File: config.mk
export PLATFORM = sky130hd
export DESIGN_NAME = mmult_seq_flat
export DESIGN_NICKNAME = d
export VERILOG_FILES = /design/src/rtl/mmult_seq_if.sv /design/src/rtl/mmult_seq.sv /design/src/flat_wrapper.sv
export SDC_FILE = /design/constraint.sdc
export NUM_CORES = 1
export LEC_CHECK = 0
export ABC_AREA = 1
export CAP_MARGIN = 5
export CORE_UTILIZATION = 45
export CTS_BUF_LIST = sky130_fd_sc_hd__clkbuf_4
export CTS_CLUSTER_SIZE = 8
export DETAILED_ROUTE_END_ITERATION = 10
export PLACE_DENSITY_LB_ADDON = 0.25
export SYNTH_ARGS = -nofsm -noshare
export SYNTH_HDL_FRONTEND = slang
export SYNTH_SLANG_ARGS = --single-unit
File: constraint.sdc
create_clock -name clk -period 1.64 [get_ports clk]
set_input_delay 0.41 -clock clk [delete_from_list [all_inputs] [get_ports clk]]
set_output_delay 0.41 -clock clk [all_outputs]
set_load 0.02 [all_outputs]
File: src/rtl/mmult_seq_if.sv
// mmult_seq_if -- control/status bundle for the MMULT sequencer.
//
// Requests from the GPU/bus side (go, mwidth_in, colmaj_in, mtxa_wr,
// mem_ready, abort) flow into the sequencer. Address-counter controls
// (cntld, cnten, maddw, mwidth), accumulator strobes
// (macc_first, macc_en, macc_last) and status (busy, done, err) flow out.
//   master : the requester side (drives the inputs of the sequencer)
//   slave  : the sequencer itself
interface mmult_seq_if;
  logic       go;
  logic [3:0] mwidth_in;
  logic       colmaj_in;
  logic       mtxa_wr;
  logic       mem_ready;
  logic       abort;

  logic       cntld;
  logic       cnten;
  logic       maddw;
  logic [3:0] mwidth;
  logic       macc_first;
  logic       macc_en;
  logic       macc_last;
  logic       busy;
  logic       done;
  logic       err;

  modport master (
    output go, mwidth_in, colmaj_in, mtxa_wr, mem_ready, abort,
    input  cntld, cnten, maddw, mwidth, macc_first, macc_en, macc_last,
           busy, done, err
  );

  modport slave (
    input  go, mwidth_in, colmaj_in, mtxa_wr, mem_ready, abort,
    output cntld, cnten, maddw, mwidth, macc_first, macc_en, macc_last,
           busy, done, err
  );
endinterface

File: src/rtl/mmult_seq.sv
// mmult_seq -- sequencer for one matrix-multiply dot product.
//
// On an accepted go it latches the element count and addressing stride,
// then issues one address-counter step per granted RAM read slot. The
// accumulator strobes trail the steps by one cycle to match the RAM read
// latency. After the last issue a single DRAIN cycle lets the final read
// land, then a DONE cycle; the done flag is registered from DONE.
//
// Ports:
//   clk   : system clock, rising edge
//   reset : asynchronous active-high reset
//   bus   : mmult_seq_if.slave (go/width/colmaj/mtxa_wr/mem_ready/abort in;
//           cntld/cnten/maddw/mwidth/macc_*/busy/done/err out)
//
// Build option: define MMULT_SEQ_ABORT_EN to honour the abort input; when it
// is undefined the abort input is present but ignored.
module mmult_seq (
  input  logic       clk,
  input  logic       reset,
  mmult_seq_if.slave bus
);

  typedef enum logic [1:0] {IDLE, RUN, DRAIN, DONE} state_t;

  state_t     state_reg, state_next;
  logic [3:0] remaining_reg, remaining_next;
  logic [3:0] mwidth_reg;
  logic       maddw_reg;
  logic       macc_en_reg, macc_first_reg, macc_last_reg;
  logic       done_reg, err_reg;

  logic       abort_eff;
  logic       accept_go;
  logic       issue;
  logic       busy;
  logic       err_next;

`ifdef MMULT_SEQ_ABORT_EN
  assign abort_eff = bus.abort;
`else
  assign abort_eff = 1'b0;
`endif

  assign busy      = (state_reg == RUN) || (state_reg == DRAIN);
  assign accept_go = (state_reg == IDLE) && bus.go && (bus.mwidth_in != 4'd0);
  assign issue     = (state_reg == RUN) && bus.mem_ready && !abort_eff;

  // Zero-width go, or a matrix-address write while the counter is in use.
  assign err_next  = ((state_reg == IDLE) && bus.go && (bus.mwidth_in == 4'd0))
                   || (bus.mtxa_wr && busy);

  // Next-state logic
  always_comb begin
    state_next     = state_reg;
    remaining_next = remaining_reg;
    case (state_reg)
      IDLE: begin
        if (accept_go) begin
          state_next     = RUN;
          remaining_next = bus.mwidth_in;
        end
      end
      RUN: begin
        if (abort_eff) begin
          state_next     = IDLE;
          remaining_next = 4'd0;
        end else if (issue) begin
          remaining_next = remaining_reg - 4'd1;
          if (remaining_reg == 4'd1) state_next = DRAIN;
        end
      end
      DRAIN: begin
        if (abort_eff) state_next = IDLE;
        else           state_next = DONE;
      end
      DONE:    state_next = IDLE;
      default: state_next = IDLE;
    endcase
  end

  // State and registered outputs
  always_ff @(posedge clk or posedge reset) begin
    if (reset) begin
      state_reg      <= IDLE;
      remaining_reg  <= 4'd0;
      mwidth_reg     <= 4'd0;
      maddw_reg      <= 1'b0;
      macc_en_reg    <= 1'b0;
      macc_first_reg <= 1'b0;
      macc_last_reg  <= 1'b0;
      done_reg       <= 1'b0;
      err_reg        <= 1'b0;
    end else begin
      state_reg     <= state_next;
      remaining_reg <= remaining_next;
      if (accept_go) begin
        mwidth_reg <= bus.mwidth_in;
        maddw_reg  <= bus.colmaj_in;
      end
      // remaining starts at mwidth, so equality marks the first issue.
      macc_en_reg    <= issue;
      macc_first_reg <= issue && (remaining_reg == mwidth_reg);
      macc_last_reg  <= issue && (remaining_reg == 4'd1);
      done_reg       <= (state_reg == DONE);
      err_reg        <= err_next;
    end
  end

  // Accumulator strobes of an aborted cycle must not reach the MAC.
  logic macc_kill;
  assign macc_kill = busy && abort_eff;

  // cntld is gated by reset so every output is quiet while reset is held.
  assign bus.cntld      = bus.mtxa_wr && !reset
                        && ((state_reg == IDLE) || (state_reg == DONE));
  assign bus.cnten      = issue;
  assign bus.maddw      = maddw_reg;
  assign bus.mwidth     = mwidth_reg;
  assign bus.macc_en    = macc_en_reg    && !macc_kill;
  assign bus.macc_first = macc_first_reg && !macc_kill;
  assign bus.macc_last  = macc_last_reg  && !macc_kill;
  assign bus.busy       = busy;
  assign bus.done       = done_reg;
  assign bus.err        = err_reg;

endmodule
File: src/flat_wrapper.sv
// flat-port wrapper written by rule: the top's interface ports become plain ports
module mmult_seq_flat 
  (clk, reset, bus_go, bus_mwidth_in, bus_colmaj_in, bus_mtxa_wr, bus_mem_ready, bus_abort, bus_cntld, bus_cnten, bus_maddw, bus_mwidth, bus_macc_first, bus_macc_en, bus_macc_last, bus_busy, bus_done, bus_err);
  mmult_seq_if bus_i ();
  input  logic clk;
  input  logic reset;
  input wire logic [$bits(bus_i.go)-1:0] bus_go;
  input wire logic [$bits(bus_i.mwidth_in)-1:0] bus_mwidth_in;
  input wire logic [$bits(bus_i.colmaj_in)-1:0] bus_colmaj_in;
  input wire logic [$bits(bus_i.mtxa_wr)-1:0] bus_mtxa_wr;
  input wire logic [$bits(bus_i.mem_ready)-1:0] bus_mem_ready;
  input wire logic [$bits(bus_i.abort)-1:0] bus_abort;
  output wire logic [$bits(bus_i.cntld)-1:0] bus_cntld;
  output wire logic [$bits(bus_i.cnten)-1:0] bus_cnten;
  output wire logic [$bits(bus_i.maddw)-1:0] bus_maddw;
  output wire logic [$bits(bus_i.mwidth)-1:0] bus_mwidth;
  output wire logic [$bits(bus_i.macc_first)-1:0] bus_macc_first;
  output wire logic [$bits(bus_i.macc_en)-1:0] bus_macc_en;
  output wire logic [$bits(bus_i.macc_last)-1:0] bus_macc_last;
  output wire logic [$bits(bus_i.busy)-1:0] bus_busy;
  output wire logic [$bits(bus_i.done)-1:0] bus_done;
  output wire logic [$bits(bus_i.err)-1:0] bus_err;
  assign bus_i.go = bus_go;
  assign bus_i.mwidth_in = bus_mwidth_in;
  assign bus_i.colmaj_in = bus_colmaj_in;
  assign bus_i.mtxa_wr = bus_mtxa_wr;
  assign bus_i.mem_ready = bus_mem_ready;
  assign bus_i.abort = bus_abort;
  assign bus_cntld = bus_i.cntld;
  assign bus_cnten = bus_i.cnten;
  assign bus_maddw = bus_i.maddw;
  assign bus_mwidth = bus_i.mwidth;
  assign bus_macc_first = bus_i.macc_first;
  assign bus_macc_en = bus_i.macc_en;
  assign bus_macc_last = bus_i.macc_last;
  assign bus_busy = bus_i.busy;
  assign bus_done = bus_i.done;
  assign bus_err = bus_i.err;
  mmult_seq u_core (.clk(clk), .reset(reset), .bus(bus_i));
endmodule
---- Word-level counts from Yosys, hierarchy flattened ----
Index checks and enable logic that the tools add are counted.
operators by class
  equality and inequality tests ........... 8
  multiplexer cells ....................... 7
  add/sub/neg operators ................... 1
  reductions and logical operators ........ 19
operators with widths
  operator                                               number
  logical AND 1 bit                                      9
  2-to-1 mux 4 bit                                       2
  case mux 2 bit (4 select lines)                        1
  case mux 4 bit (2 select lines)                        1
  2-to-1 mux 2 bit                                       3
  AND reduction 3 bit                                    2
  equality test 2 bit, second input constant             2
  equality test 4 x 1 -> 1 bit, second input constant    1
  equality test 4 bit                                    1
  zero test 4 bit                                        1
  inequality test 2 x 1 -> 1 bit, second input constant  2
  nonzero test 4 bit                                     1
  subtractor 4 x 1 -> 4 bit, second input constant       1
  logical OR 1 bit                                       3
  equality test 2 x 1 -> 1 bit, second input constant    1
  zero test 2 bit                                        1
  inequality test 2 bit, second input constant           1
  nonzero test 2 bit                                     1
  zero test 1 bit                                        1
word-level totals
  output and inout bits ................... 13
  input port bits ......................... 11
  bits in registers ....................... 16
  word-level logic and storage cells ...... 44

---- Depth between registers and ports, before layout ----
Gate-level depths: netlist (run 1).
  depth in word-level cells ............... 5
  depth in mapped cells ................... 10
  gate-level depth less buffers ........... 10

---- Least setup slack after synthesis (run 1) ----
OpenSTA, ideal clock, no wires.
  kind .................................... flip-flop to output port
  start ................................... register u_core.state_reg[0]
  end ..................................... output port bus_cntld
  data required time ...................... 1230 ps
  arrival time ............................ 1383 ps
  slack ................................... -153 ps
  stages on the path, launching flop included .. 4
  path buffers ............................ 0
  cell sequence ........................... dfrtp_1 -> inv_1 -> ha_1 -> nor3_1
between the ends
  longest elaborated chain between the ends .. 3
  elaborated cells between the ends (all ways) .. 4
  those cells by class .................... eq/ne: 1; reduce/logical: 3
ends and longest elaborated chain
  item                                                    RTL line            text
  start, declared                                         mmult_seq.sv:25     state_t state_reg, state_next;
  start signal, assigned                                  mmult_seq.sv:94     state_reg <= state_next;
  equality test 2 bit or zero test 2 bit (tied branches)  mmult_seq.sv:115    && ((state_reg == IDLE) || (state_reg == DONE));
  logical OR 1 bit *                                      mmult_seq.sv:115
  logical AND 1 bit *                                     mmult_seq.sv:115
  end, declared                                           flat_wrapper.sv:13  output wire logic [$bits(bus_i.cntld)-1:0] bus_cntld;
Every way passes the cells marked *; elsewhere a longest branch is shown, timed or not.

---- Worst setup path after layout (run 1) ----
  start ................................... register u_core.state_reg[1]
  end ..................................... output port bus_cnten
between the ends
  longest elaborated chain between the ends .. 2
ends and longest elaborated chain
  item                          RTL line            text
  equality test 2 x 1 -> 1 bit  mmult_seq.sv:46     assign issue = (state_reg == RUN) && bus.mem_ready && !abort_eff;
  logical AND 1 bit             mmult_seq.sv:46
  end, declared                 flat_wrapper.sv:14  output wire logic [$bits(bus_i.cnten)-1:0] bus_cnten;
No other way between the ends.

==> results of run 1 <==
[power groups by stage]
stage | clock, uW | combinational (uW) | sequential, uW
after floorplan | 0 | 761 | 788
after global placement | 0 | 1380 | 680
after detailed placement | 0 | 1450 | 691
after CTS | 235 | 1470 | 685
after global routing | 264 | 1720 | 706
final | 239 | 1550 | 693
[worst max-delay path, stage by stage, from the launching register on]
cell	delay, ns
dfrtp_1	0.38
inv_2	0.06
buf_4	0.14
ha_4	0.15
nand2_2	0.07
inv_2	0.04
buf_6	0.12
[per-layer routing]
metal | global-route usage | vias up | part of all wire
met5 | 0 | - | 0
met4 | 0.159 | 0 | 0.022
met3 | 0.0714 | 7 | 0.044
met2 | 0.420 | 29 | 0.51
met1 | 0.288 | 420 | 0.42
li1 | - | 424 | -
[Yosys cell counts]
| cell type | n | area, sq um |
|---|---|---|
| nand2_1 | 34 | 128 |
| dfrtp_1 | 16 | 400 |
| inv_1 | 14 | 52.6 |
| ha_1 | 7 | 87.6 |
| nor2_1 | 7 | 26.3 |
| nand3_1 | 5 | 25.0 |
| o21ai_0 | 4 | 20.0 |
| o21ai_1 | 4 | 20.0 |
| a21oi_1 | 3 | 15.0 |
| or2_2 | 2 | 12.5 |
| a22oi_1 | 1 | 7.51 |
| clkinv_2 | 1 | 5.00 |
| nand2_2 | 1 | 6.26 |
| nand2_4 | 1 | 11.3 |
| nand3_2 | 1 | 10.0 |
| nand4_1 | 1 | 6.26 |
| nor2_2 | 1 | 6.26 |
| nor3_1 | 1 | 5.00 |
| nor4_1 | 1 | 6.26 |
| o22ai_1 | 1 | 6.26 |
| xor2_1 | 1 | 8.76 |
[logic make-up (layout without fill, tap and decap cells)]
logic type	count (synthesis)	after routing	synth area share
xor+xnor	1	1	0.0101
flops	16	16	0.462
compound gates	13	13	0.0795
fa+ha+maj	7	7	0.101
buf+inv	15	59	0.0665
simple gates	55	55	0.280
[repair_timing]
item | 4_1_cts | 5_1_grt
hold endpoints to repair | 0 | 0
cloned | 0 | 0
endpoints found under the setup margin | 12 | 4
setup buffers | 2 | 1
pin swaps | 3 | 0
gates resized for setup | 31 | 6
[cell type report]
class                      count  area [sq um]
clock buffer                   3          22.5
clock inverter                 1          3.75
fill                         150           443
inverter                      15          57.6
multi-input combinational     76           462
sequential                    16           400
tap                           25          31.3
timing repair buffer          40           344
[final timing paths]
kind                                     start                    end  slack (ns)  cells after the start
max                        u_core.state_reg[1]              bus_cnten       -0.04                      6
min                           u_core.bus.maddw       u_core.bus.maddw        0.48                      2
max reg2reg                u_core.state_reg[1]  u_core.bus.macc_first        0.05                     10
min reg2reg                   u_core.bus.maddw       u_core.bus.maddw        0.48                      2
max in group asynchronous                reset     u_core.bus.macc_en        0.96                      3
min in group asynchronous                reset         u_core.bus.err        0.49                      3
[metrics by stage]
stage	TNS, ns	power [uW]	hold WS [ns]	utilization	worst slack [ns]
global placement	-0.835	2060	0.458	0.700	-0.386
detailed placement	-0.917	2140	0.463	0.700	-0.435
finish	-0.0773	2480	0.482	0.749	-0.0400
global route	-0.264	2690	0.506	0.749	-0.101
floorplan	0	1550	0.324	-	0.00147
CTS	-0.0723	2390	0.463	0.729	-0.0475
==> results.yml, run 1 <==
timing:
  slew_violations: 0
  rsz0062_at_grt: "true"
  tightestPinTransition_ns: 0.238
  max_slew_margin: 0.841
  final.setup.worst_slack_ns: -0.0400
  fin_crit_ns: 1.68
  timing.final.crit_share: 1.02
  setup_viol: 2
  fin_skew_ns: 0.00492
  hold_viol_final: 0
  fmax_mhz: 595
cells_and_area:
  syn_to_final_growth_pct: 52.6
  final_cell_mix: "nand2_1 (33), buf_4 (18), dfrtp_1 (16), inv_1 (11)"
  design_area_sq_um: 1320
  fin_nets: 170
  antennaDiodeCount: 0
  finalNonFillerCells: 176
  final_common_cell: "nand2_1"
  layout-drive-gt1-share: 0.272
cts:
  clk_latency_ns: 0.31
  cts-root-buf: "clkbuf_4"
  hold_buffers: 0
  cts_htree_levels: 1
  clkTransAtPathRegs_ns: 0.10
  numCtsBuffers: 3
  clockBufferDepth: 2
  cts_tree: "built"
  clock-sinks: 16
placed_design:
  gp_congestion: 0.781
  place_inst: 169
  postPlaceCellArea_sq_um: 1230
  io_buffer_count: 22
  hpwlAfterDp_um: 1710
grt:
  grt_antenna_before_repair: 0
  grt_pass1_vias: 858
  grt_max_degree: 17
  grt_usage: 0.255
  grt_pass1_wl_um: 3600
  overflow: 0
floorplanning:
  ios: 24
  fp-row-count: 15
  die_w_um: 45.9
  start_util: 0.491
  core_area_sq_um: 1760
  die_area_sq_um: 2100
  die_h_um: 45.9
run:
  maxCapViolations: 0
logic_synthesis:
  synthCells: 107
  synth_area_per_cell_sq_um: 8.09
  synth_warnings: 0
  synth.distinct_cells: 21
  syn-cell-area_sq_um: 866
  ys_seq_area_frac: 0.462
  syn_nets: 125
  synth_seq_cells: 16
power:
  combPwrFrac: 0.625
  p_per_area_nw_per_um2: 1880
  leakage_uw: 0.000717
  ir_drop_uv: 1010
  pwr-share-clk: 0.096
  p_sw_frac: 0.475
  p_switching_uw: 1180
  p_seq_frac: 0.279
  p_int_uw: 1300
drt:
  drtIter0Drc: 17
  vias_per_cell: 5.00
  num_vias: 880
  drt_pass1_iterations: 4
  drtAntennaViolNets: 0
  drc: 0
  routed_wl_um: 2400
  wire_per_inst_um: 13.6
status:
  status: "finished, violations left"
  violations: "negative setup slack"
worst_setup_path:
  cp-start-kind: "flop"
  critPathRequiredTime_ns: 1.23
  worstSetupEndpointType: "output port"
  critPathKind: "flop to output port"
  critPathArrivalTime_ns: 1.27
  worstPathMaxFanout: 2
min_path:
  hold_class: "flop to flop"
No activity file was read; power rests on OpenSTA's default activity.
==> inputs of run 2 (changes only) <==
Settings changed: CORE_ASPECT_RATIO set to 1.25.
==> results.yml, run 2 (same netlist as run 1, synthesis figures left out) <==
floorplanning:
  ios: 24
  fp-row-count: 17
  core_area_sq_um: 1790
  die_h_um: 51.0
  start_util: 0.485
  die_w_um: 41.2
  die_area_sq_um: 2100
worst_setup_path:
  crit_chain: "inv_2, ha_4, nor3_2, buf_4"
  cpPeakStageDelay_ns: 0.40
  reg2reg_from: "u_core.state_reg[0]"
  r2r_slack_ns: 0.19
  r2r-end: "u_core.remaining_reg[1]"
  crit_buf_inv: 2
  critPathRequiredTime_ns: 1.23
  worstPathMaxFanout: 3
  startpoint: "u_core.state_reg[1]"
  slowest_stage: "dfrtp_1"
  critPathKind: "flop to output port"
  crit_end: "bus_cntld"
  worstSetupEndpointType: "output port"
  cp_top_family: "flip-flops"
  critPathArrivalTime_ns: 1.27
  r2r_cells: 8
  critical_path_depth: 4
  cp-start-kind: "flop"
drt:
  num_vias: 831
  routed_wl_um: 1920
  vias_per_cell: 4.89
  drt_pass1_iterations: 4
  drtIter0Drc: 10
  drc: 0
  wire_per_inst_um: 11.3
  drtAntennaViolNets: 0
grt:
  grt_antenna_before_repair: 0
  grt_max_degree: 17
  grt_pass1_vias: 807
  overflow: 0
  grt_usage: 0.228
  grt_pass1_wl_um: 3190
cts:
  clockBufferDepth: 2
  clk_latency_ns: 0.29
  numCtsBuffers: 3
  cts_htree_levels: 1
  hold_buffers: 0
  cts-root-buf: "clkbuf_4"
  clock-sinks: 16
  clkTransAtPathRegs_ns: 0.10
  cts_tree: "built"
cells_and_area:
  final_common_cell: "nand2_1"
  layout-drive-gt1-share: 0.252
  antennaDiodeCount: 0
  finalNonFillerCells: 170
  fillCellCount: 158
  final_cell_mix: "nand2_1 (33), buf_4 (18), dfrtp_1 (16), inv_1 (11), clkdlybuf4s50_1 (9)"
  fin_nets: 170
  syn_to_final_growth_pct: 51.2
timing:
  hold_viol_final: 0
  fin_skew_ns: 0.0108
  final.setup.worst_slack_ns: -0.0381
  rsz0062_at_grt: "true"
  setup_viol: 1
  tightestPinTransition_ns: 0.242
  fin_crit_ns: 1.68
  slew_violations: 0
  timing.final.crit_share: 1.02
  max_slew_margin: 0.837
  fmax_mhz: 596
status:
  violations: "negative setup slack"
  status: "finished, violations left"
power:
  p_per_area_nw_per_um2: 1820
  leakage_uw: 0.000762
  fin_total_pwr_uw: 2390
  ir_drop_uv: 1210
run:
  maxCapViolations: 0
min_path:
  hold_class: "primary input to asynchronous set/reset pin"
placed_design:
  hpwlAfterDp_um: 1480
  gp_congestion: 0.763
  place_ws_ns: -0.405
  place_inst: 163
  io_buffer_count: 22
run 2: cell count changes in the layout (fill, tap and decap cells not counted):
| cell | previous run | this run |
|---|---|---|
| nor3_4 | 1 | 0 |
| a21oi_1 | 2 | 3 |
| nand3_1 | 4 | 5 |
| nor3_2 | 0 | 1 |
| a21oi_2 | 1 | 0 |
| nand2_4 | 1 | 2 |
| nor4_1 | 0 | 1 |
| nand3_2 | 2 | 1 |
| nor4_2 | 1 | 0 |
| dlygate4sd2_1 | 9 | 6 |
| dlymetal6s2s_1 | 1 | 4 |
| nand2_2 | 2 | 1 |
run 2: repair_timing:
item | CTS | global route
setup buffers | 2 | 1
endpoints found under the setup margin | 9 | 7
gates resized for setup | 29 | 5
gates cloned | 0 | 0
pin swaps | 2 | 1
run 2: area by class of cell:
type                       count  area [sq um]  share of cell area
multi-input combinational     76           445               0.340
tap                           19          23.8              0.0182
sequential                    16           400               0.306
clock inverter                 1          3.75             0.00287
inverter                      15          57.6              0.0440
timing repair buffer          40           355               0.272
clock buffer                   3          22.5              0.0172
run 2: worst min-delay path by stage:
stage | start | to | slack [ns]
finish | reset | u_core.state_reg[1] | 0.47
global route | reset | u_core.state_reg[0] | 0.51
CTS | reset | u_core.state_reg[1] | 0.47
detailed placement | u_core.bus.maddw | u_core.bus.maddw | 0.46
global placement | u_core.bus.maddw | u_core.bus.maddw | 0.46
floorplan | reset | u_core.bus.done | 0.32
run 2: routing by layer:
metal,up-vias,GRT usage,share of wire
li1,424,-,-
met1,382,0.232,0.40
met2,21,0.417,0.54
met3,4,0.0261,0.042
met4,0,0.113,0.016
met5,-,0,0
run 2: power breakdown:
part	internal [uW]	total [uW]	switching [uW]
clock	88.2	214	126
sequential	562	680	118
combinational	659	1490	834
run 2: tightest hold or removal path, stage by stage:
cell,delay [ns]
clkdlybuf4s50_1,0.43
inv_1,0.06
buf_4,0.23
run 2: through the flow:
step            util  area, sq um  setup TNS [ns]  hold WS [ns]
2_1_floorplan      -          871               0         0.324
3_3_place_gp   0.687         1230          -0.871         0.455
3_5_place_dp   0.687         1230          -0.934         0.462
4_1_cts        0.720         1290         -0.0509         0.472
5_1_grt        0.732         1310          -0.133         0.511
6_report       0.732         1310         -0.0381         0.467
